File: src/rtl/memory_16x8_loader.sv
// memory_16x8_loader: writable 16x8 SAP-1 memory with a sequential byte-stream load port and ROM-compatible read port
module memory_16x8_loader #(
  parameter int ROM_WIDTH    = 8,
  parameter int ROM_DEPTH    = 16,
  parameter int ADDRESS_SIZE = 4
) (
  input  logic                    clk,
  input  logic                    reset,
  input  logic                    loadStart,
  input  logic [ROM_WIDTH-1:0]    loadData,
  input  logic                    loadValid,
  output logic                    loadReady,
  output logic                    loadBusy,
  output logic                    loadDone,
  output logic [ADDRESS_SIZE:0]   loadCount,
  input  logic                    readEnable,
  input  logic [ADDRESS_SIZE-1:0] readAddress,
  output logic [ROM_WIDTH-1:0]    dataOut
);
  typedef enum logic [1:0] {IDLE, LOAD, DONE} state_t;
  state_t                  state_q, state_d;
  logic [ADDRESS_SIZE-1:0] ptr_q, ptr_d;
  logic [ADDRESS_SIZE:0]   cnt_q, cnt_d;
  logic [ROM_WIDTH-1:0]    dout_q;
  logic                    we;
  logic [ROM_WIDTH-1:0]    mem [ROM_DEPTH];
  always_comb begin
    state_d = state_q;
    ptr_d   = ptr_q;
    cnt_d   = cnt_q;
    we      = 1'b0;
    if (loadStart) begin
      state_d = LOAD;
      ptr_d   = '0;
      cnt_d   = '0;
    end else if (state_q == LOAD && loadValid) begin
      we      = 1'b1;
      ptr_d   = ptr_q + 1'b1;
      cnt_d   = cnt_q + 1'b1;
      state_d = (ptr_q == ADDRESS_SIZE'(ROM_DEPTH - 1)) ? DONE : LOAD;
    end
  end
  always_ff @(posedge clk) begin
    if (reset) begin
      state_q <= IDLE;
      ptr_q   <= '0;
      cnt_q   <= '0;
      dout_q  <= '0;
    end else begin
      state_q <= state_d;
      ptr_q   <= ptr_d;
      cnt_q   <= cnt_d;
      if (state_q != LOAD && readEnable) dout_q <= mem[readAddress];
    end
  end
  // Memory contents deliberately survive reset
  always_ff @(posedge clk) begin
    if (we) mem[ptr_q] <= loadData;
  end
  assign loadReady = (state_q == LOAD);
  assign loadBusy  = (state_q == LOAD);
  assign loadDone  = (state_q == DONE);
  assign loadCount = cnt_q;
  assign dataOut   = dout_q;
endmodule

File: config.mk
export PLATFORM = sky130hd
export DESIGN_NAME = memory_16x8_loader
export DESIGN_NICKNAME = d
export VERILOG_FILES = /design/src/rtl/memory_16x8_loader.sv
export SDC_FILE = /design/constraint.sdc
export NUM_CORES = 1
export LEC_CHECK = 0
export ABC_AREA = 1
export ABC_CLOCK_PERIOD_IN_PS = 2350
export CORE_MARGIN = 2
export CORE_UTILIZATION = 26
export DETAILED_ROUTE_END_ITERATION = 8
export PLACE_DENSITY_LB_ADDON = 0.15
export SETUP_SLACK_MARGIN = 0.4
export SYNTH_ARGS = -nofsm -noshare
export SYNTH_HDL_FRONTEND = slang
export SYNTH_SLANG_ARGS = --single-unit
export TNS_END_PERCENT = 1
File: constraint.sdc
create_clock -name clk -period 2.35 [get_ports clk]
set_clock_uncertainty 0.1 [all_clocks]
set_input_delay 0.235 -clock clk [delete_from_list [all_inputs] [get_ports clk]]
set_output_delay 0.235 -clock clk [all_outputs]
set_load 0.02 [all_outputs]
==> results of run 1 <==
==> final timing paths <==
kind,startpoint,to,slack [ps],cells past startpoint
worst max-delay path,state_q[0]$_SDFFE_PP0P_,loadBusy,450,3
worst min-delay path,loadData[5],mem[7][5]$_DFFE_PP_,290,1
worst max register to register,state_q[0]$_SDFFE_PP0P_,mem[13][6]$_DFFE_PP_,490,8
worst min register to register,loadCount[4]$_SDFFE_PP0P_,loadCount[4]$_SDFFE_PP0P_,380,2
==> area by class of cell <==
type | instances | area (um^2) | share of cell area (%)
inverter | 97 | 364 | 4.65
sequential | 147 | 4220 | 54.0
clock inverter | 13 | 189 | 2.41
tap | 324 | 405 | 5.18
multi-input combinational | 367 | 1620 | 20.7
timing repair buffer | 65 | 591 | 7.55
clock buffer | 19 | 433 | 5.53
==> worst max-delay path, delay by kind of cell (launching register included) <==
family	cells	cell delay [ps]
buffers and inverters	2	690
and+or+nand+nor	1	140
DFF	1	320
==> logic make-up after synthesis <==
family / Yosys count / synth area share, %
AO/OA/AOI/OAI: 13 / 1.10
AND/OR/NAND/NOR: 349 / 23.0
flip-flops: 147 / 66.2
buffers and inverters: 125 / 8.69
adder cells (fa/ha/maj): 5 / 0.981
==> layout by cell type, fill, tap and decap left out, types with 2 or more instances in the layout <==
| cell type | count |
|---|---|
| clkinv_2 | 4 |
| inv_2 | 2 |
| dfxtp_1 | 19 |
| o21ai_0 | 4 |
| ha_1 | 5 |
| nor2_1 | 38 |
| buf_12 | 2 |
| nand3_1 | 89 |
| nor3_2 | 4 |
| nand2_1 | 210 |
| clkdlybuf4s50_1 | 30 |
| buf_4 | 31 |
| edfxtp_1 | 128 |
| inv_1 | 95 |
| nand4_1 | 3 |
| clkbuf_16 | 17 |
| a21oi_1 | 6 |
| clkinv_1 | 3 |
| bufinv_16 | 5 |
| a211oi_1 | 2 |
| clkbuf_1 | 2 |
==> state kept, by name (all words and copies together) (netlist names) <==
signal and cells:
loadCount 5, dataOut 8, mem 128, state_q 2, ptr_q 4
==> timing repair <==
action / in CTS / in global routing
pin swaps: 0 / 1
buffers inserted: 0 / 0
gates cloned: 0 / 0
endpoints found under the setup margin: 24 / 107
resized for setup: 1 / 3
==> cells in the mapped netlist (3+ instances only) <==
cell type,instances,area (um^2)
inv_1,96,360
a21oi_1,6,30.0
nand3_1,89,445
nand4_1,3,18.8
nor3_2,3,30.0
buf_6,6,67.6
buf_4,6,45.0
dfxtp_1,19,380
nor2_1,38,143
edfxtp_1,128,3840
buf_2,14,70.1
ha_1,5,62.6
o21ai_0,4,20.0
nand2_1,211,792
==> routing by layer <==
metal / GRT usage [%] / vias up
met3: 2.32 / 17
met4: 4.18 / 0
met2: 22.4 / 95
li1: - / 2169
met5: 0 / -
met1: 17.8 / 2104
==> through the flow <==
step,instance area [um^2],setup WS (ps),utilization (%),cells
detailed placement,7190,155,29.8,1000
CTS,7820,417,32.4,1032
global route,7830,365,32.4,1032
finish,7830,451,32.4,1032
floorplan,6390,429,-,639
global placement,7190,164,29.8,1000
==> where the power goes <==
group	leakage (uW)	total, uW	internal, uW	switching, uW
Clock	0.000303	2870	1860	1000
Combinational	0.00159	404	135	269
Sequential	0.00131	2860	2850	9.24
Total	0.00320	6130	4850	1280
==> flow_metrics.env, run 1 <==
export IMPL_outcome="complete, no violations"
export IMPL_clk_path_buf_depth=2
export IMPL_grt_pass1_wl_mm=25.2
export IMPL_setup_viol=0
export IMPL_cp_end_kind="output port"
export IMPL_crit_required_ps=2020
export IMPL_core_area_um2=24200
export IMPL_clkSinkCount=147
export IMPL_nNetsFinal=717
export IMPL_yosys_most_used_dff="edfxtp_1"
export IMPL_yosysSeqAreaShare_pct=66.2
export IMPL_cts_root_buffer="clkbuf_16"
export IMPL_max_freq_mhz=527
export IMPL_grt_pass1_vias=4344
export IMPL_grt_overflow=0
export IMPL_arrival_ps=1560
export IMPL_wirelength_mm=16.6
export IMPL_finalHoldViolations=0
export IMPL_die_width_um=161
export IMPL_grt_max_degree=65
export IMPL_rows=57
export IMPL_synth_edff_count=128
export IMPL_portBuffers=32
export IMPL_drc=0
export IMPL_n_antenna_cell=0
export IMPL_area_growth_pct=22.7
export IMPL_ios=33
export IMPL_dp_final_hpwl_mm=11.1
export IMPL_synth_cell_types=23
export IMPL_dieHeight_um=161
export IMPL_slowest_stage="clkdlybuf4s50_1"
export IMPL_via_per_inst=4.25
export IMPL_track_usage_pct=13.4
export IMPL_finalMaxSlewViolations=0
export IMPL_yosys_warnings=0
export IMPL_hold_class="in2reg"
export IMPL_final_antenna_net_count=0
export IMPL_drt_pre_antenna_iters=5
export IMPL_path_clk_slew_ps=60
export IMPL_holdWs_ps=295
export IMPL_drtIter0Drc=295
export IMPL_wl_met3_um=565
export IMPL_min_period_ps=1900
export IMPL_rsz0062_at_grt="yes"
export IMPL_ys_seq_elements=147
export IMPL_netlist_area_um2=6380
export IMPL_avgSynthCellArea_um2=9.98
export IMPL_tritoncts="yes"
export IMPL_total_power_uw=6130
export IMPL_wl_met1_mm=7.73
export IMPL_max_stage_delay_ps=620
export IMPL_vias=4385
export IMPL_worstPathMaxFanout=3
export IMPL_syn_num_nets=661
export IMPL_fin_crit_sh_pct=80.8
export IMPL_power_density_nw_per_um2=784
export IMPL_cp_start_kind="register"
export IMPL_cap_violations=0
export IMPL_cts_htree_levels=4
export IMPL_synthCells=639
export IMPL_n_fill_cell=2481
export IMPL_fin_tns_setup_ps=0
export IMPL_top_layer_used="met4"
export IMPL_antenna_found_initial=0
export IMPL_leakage_uw=0.00320
export IMPL_clkLatencyLatePin_ps=420
export IMPL_worstPathCellList="inv_1, nor2_2, clkdlybuf4s50_1"
export IMPL_drive_above_1_share_pct=10.0
export IMPL_dieArea_um2=25800
export IMPL_start_util_pct=26.4
export IMPL_globalplace_congestion=0.799
export IMPL_met2WireLength_mm=8.09
export IMPL_routedWlPerCell_um=16.1
export IMPL_async_flop_share_pct=0
export IMPL_path_class="reg2out"
export IMPL_cts_hold_buf=0
export IMPL_slew_headroom_pct=60.9
export IMPL_tightestPinTransition_ps=583
export IMPL_vdd_drop_max_mv=0.501
export IMPL_cts_buffers=17
Note: power is estimated with default switching activity, not from simulation.
==> run 2, diff against run 1 <==
- ABC_CLOCK_PERIOD_IN_PS: 2350 -> 1800
- clock period: 2.35 -> 1.8 ns (I/O delays scaled with it)
==> flow_metrics.env, run 2 (synthesis results as in run 1) <==
export IMPL_drive_above_1_share_pct=14.5
export IMPL_power_density_nw_per_um2=978
export IMPL_routedWlPerCell_um=16.0
export IMPL_arrival_ps=1350
export IMPL_drtIter0Drc=330
export IMPL_globalplace_congestion=0.807
export IMPL_crit_family="buffers and inverters"
export IMPL_stdcell_area_um2=8070
export IMPL_fin_crit_sh_pct=90.8
export IMPL_path_class="reg2out"
export IMPL_rsz0062_at_grt="yes"
export IMPL_min_period_ps=1630
export IMPL_n_antenna_cell=0
export IMPL_vdd_drop_max_mv=0.668
export IMPL_max_stage_delay_ps=610
export IMPL_vias=4415
export IMPL_post_cts_buffers=0
export IMPL_ios=33
export IMPL_dp_final_hpwl_mm=11.3
export IMPL_internal_power_uw=6210
export IMPL_max_freq_mhz=612
export IMPL_grt_pass1_vias=4463
export IMPL_clk_path_buf_depth=2
export IMPL_power_frac_comb_pct=6.9
export IMPL_cts_buffers=17
export IMPL_crit_required_ps=1520
export IMPL_core_area_um2=24200
export IMPL_outcome="complete, no violations"
export IMPL_setup_viol=0
export IMPL_area_growth_pct=26.6
export IMPL_crit_buf_inv=1
export IMPL_tightestPinTransition_ps=392
export IMPL_layout_commonest_cell="nand2_1"
export IMPL_worstPathMaxFanout=2
export IMPL_worstPathCellList="clkdlybuf4s50_1"
export IMPL_cp_start_kind="register"
export IMPL_cts_htree_levels=4
export IMPL_path_clk_slew_ps=60
export IMPL_hold_class="reg2reg"
export IMPL_finalHoldViolations=0
export IMPL_slew_headroom_pct=73.8
export IMPL_p_seq_share_pct=47.4
export IMPL_wirelength_mm=16.7
export IMPL_holdWs_ps=369
export IMPL_cap_violations=0
export IMPL_regMostFlops="mem"
export IMPL_slowest_stage="clkdlybuf4s50_1"
export IMPL_cts_root_buffer="clkbuf_16"
export IMPL_start_util_pct=26.4
export IMPL_clkSinkCount=147
export IMPL_tritoncts="yes"
export IMPL_largest_register_ffs=128
export IMPL_p_sw_uw=1680
export IMPL_final_antenna_net_count=0
export IMPL_dieArea_um2=25800
export IMPL_drt_pre_antenna_iters=5
export IMPL_clkPwrFrac_pct=45.7
export IMPL_nNetsFinal=733
export IMPL_portBuffers=32
export IMPL_leakage_uw=0.00332
export IMPL_final_util_pct=33.4
export IMPL_p_sw_share_pct=21.3
export IMPL_track_usage_pct=13.7
export IMPL_cp_end_kind="output port"
export IMPL_via_per_inst=4.21
export IMPL_grt_overflow=0
export IMPL_clkLatencyLatePin_ps=420
export IMPL_finalMaxSlewViolations=0
export IMPL_die_width_um=161
export IMPL_rows=57
export IMPL_drc=0
export IMPL_placed_area_um2=7440
export IMPL_antenna_found_initial=0
export IMPL_grt_max_degree=54
export IMPL_mostFrequentLayoutCells="nand2_1, edfxtp_1, inv_1"
export IMPL_dieHeight_um=161
export IMPL_grt_pass1_wl_mm=25.9
## run 2: timing repair
action | CTS | global route
endpoints found under the setup margin | 147 | 156
pin swaps | 2 | 2
resized for setup | 17 | 4
hold buffers | 0 | 0
## run 2: power groups by stage
stage	Sequential (uW)	Combinational, uW	Clock [uW]
6_report	3740	548	3600
5_1_grt	3740	614	3850
4_1_cts	3740	563	3700
3_5_place_dp	3810	566	0
3_3_place_gp	3810	568	0
2_1_floorplan	3830	272	0
## run 2: path summary, 6_finish.rpt
kind,depth (start not counted),startpoint,end,slack [ps]
hold reg to reg,2,loadCount[4]$_SDFFE_PP0P_,loadCount[4]$_SDFFE_PP0P_,370
setup / recovery,1,loadCount[4]$_SDFFE_PP0P_,loadCount[4],170
setup reg to reg,8,state_q[0]$_SDFFE_PP0P_,mem[7][6]$_DFFE_PP_,170
hold / removal,2,loadCount[4]$_SDFFE_PP0P_,loadCount[4]$_SDFFE_PP0P_,370
## run 2: layout make-up
class | instances | area (um^2)
fillers | 2482 | 16100
clock buffers | 20 | 437
flip-flops and latches | 147 | 4230
inverters | 97 | 364
multi-input cells | 367 | 1700
clock inverters | 12 | 163
repair buffers | 81 | 778
well taps | 324 | 405
## run 2: per-layer routing
layer  global-route usage, %  routed length (um)
met3                    2.87                 808
met2                    21.9                7940
met4                    4.95                 269
met5                       0                   0
met1                    18.3                7700
## run 2: stage by stage
| step | worst slack, ps | cells | TNS (ps) | total power (uW) |
|---|---|---|---|---|
| 6_report | 166 | 1048 | 0 | 7890 |
| 5_1_grt | 102 | 1048 | 0 | 8210 |
| 4_1_cts | 140 | 1048 | 0 | 8000 |
| 3_5_place_dp | -101 | 1016 | -3110 | 4380 |
| 3_3_place_gp | -61.1 | 1016 | -1760 | 4380 |
| 2_1_floorplan | 37.3 | 639 | 0 | 4100 |
==> run 3, diff against run 2 <==
- CTS_CLUSTER_SIZE: not set -> 12
==> results of run 3 <==
Final layout, timing and power as in run 2 (identical DEF).
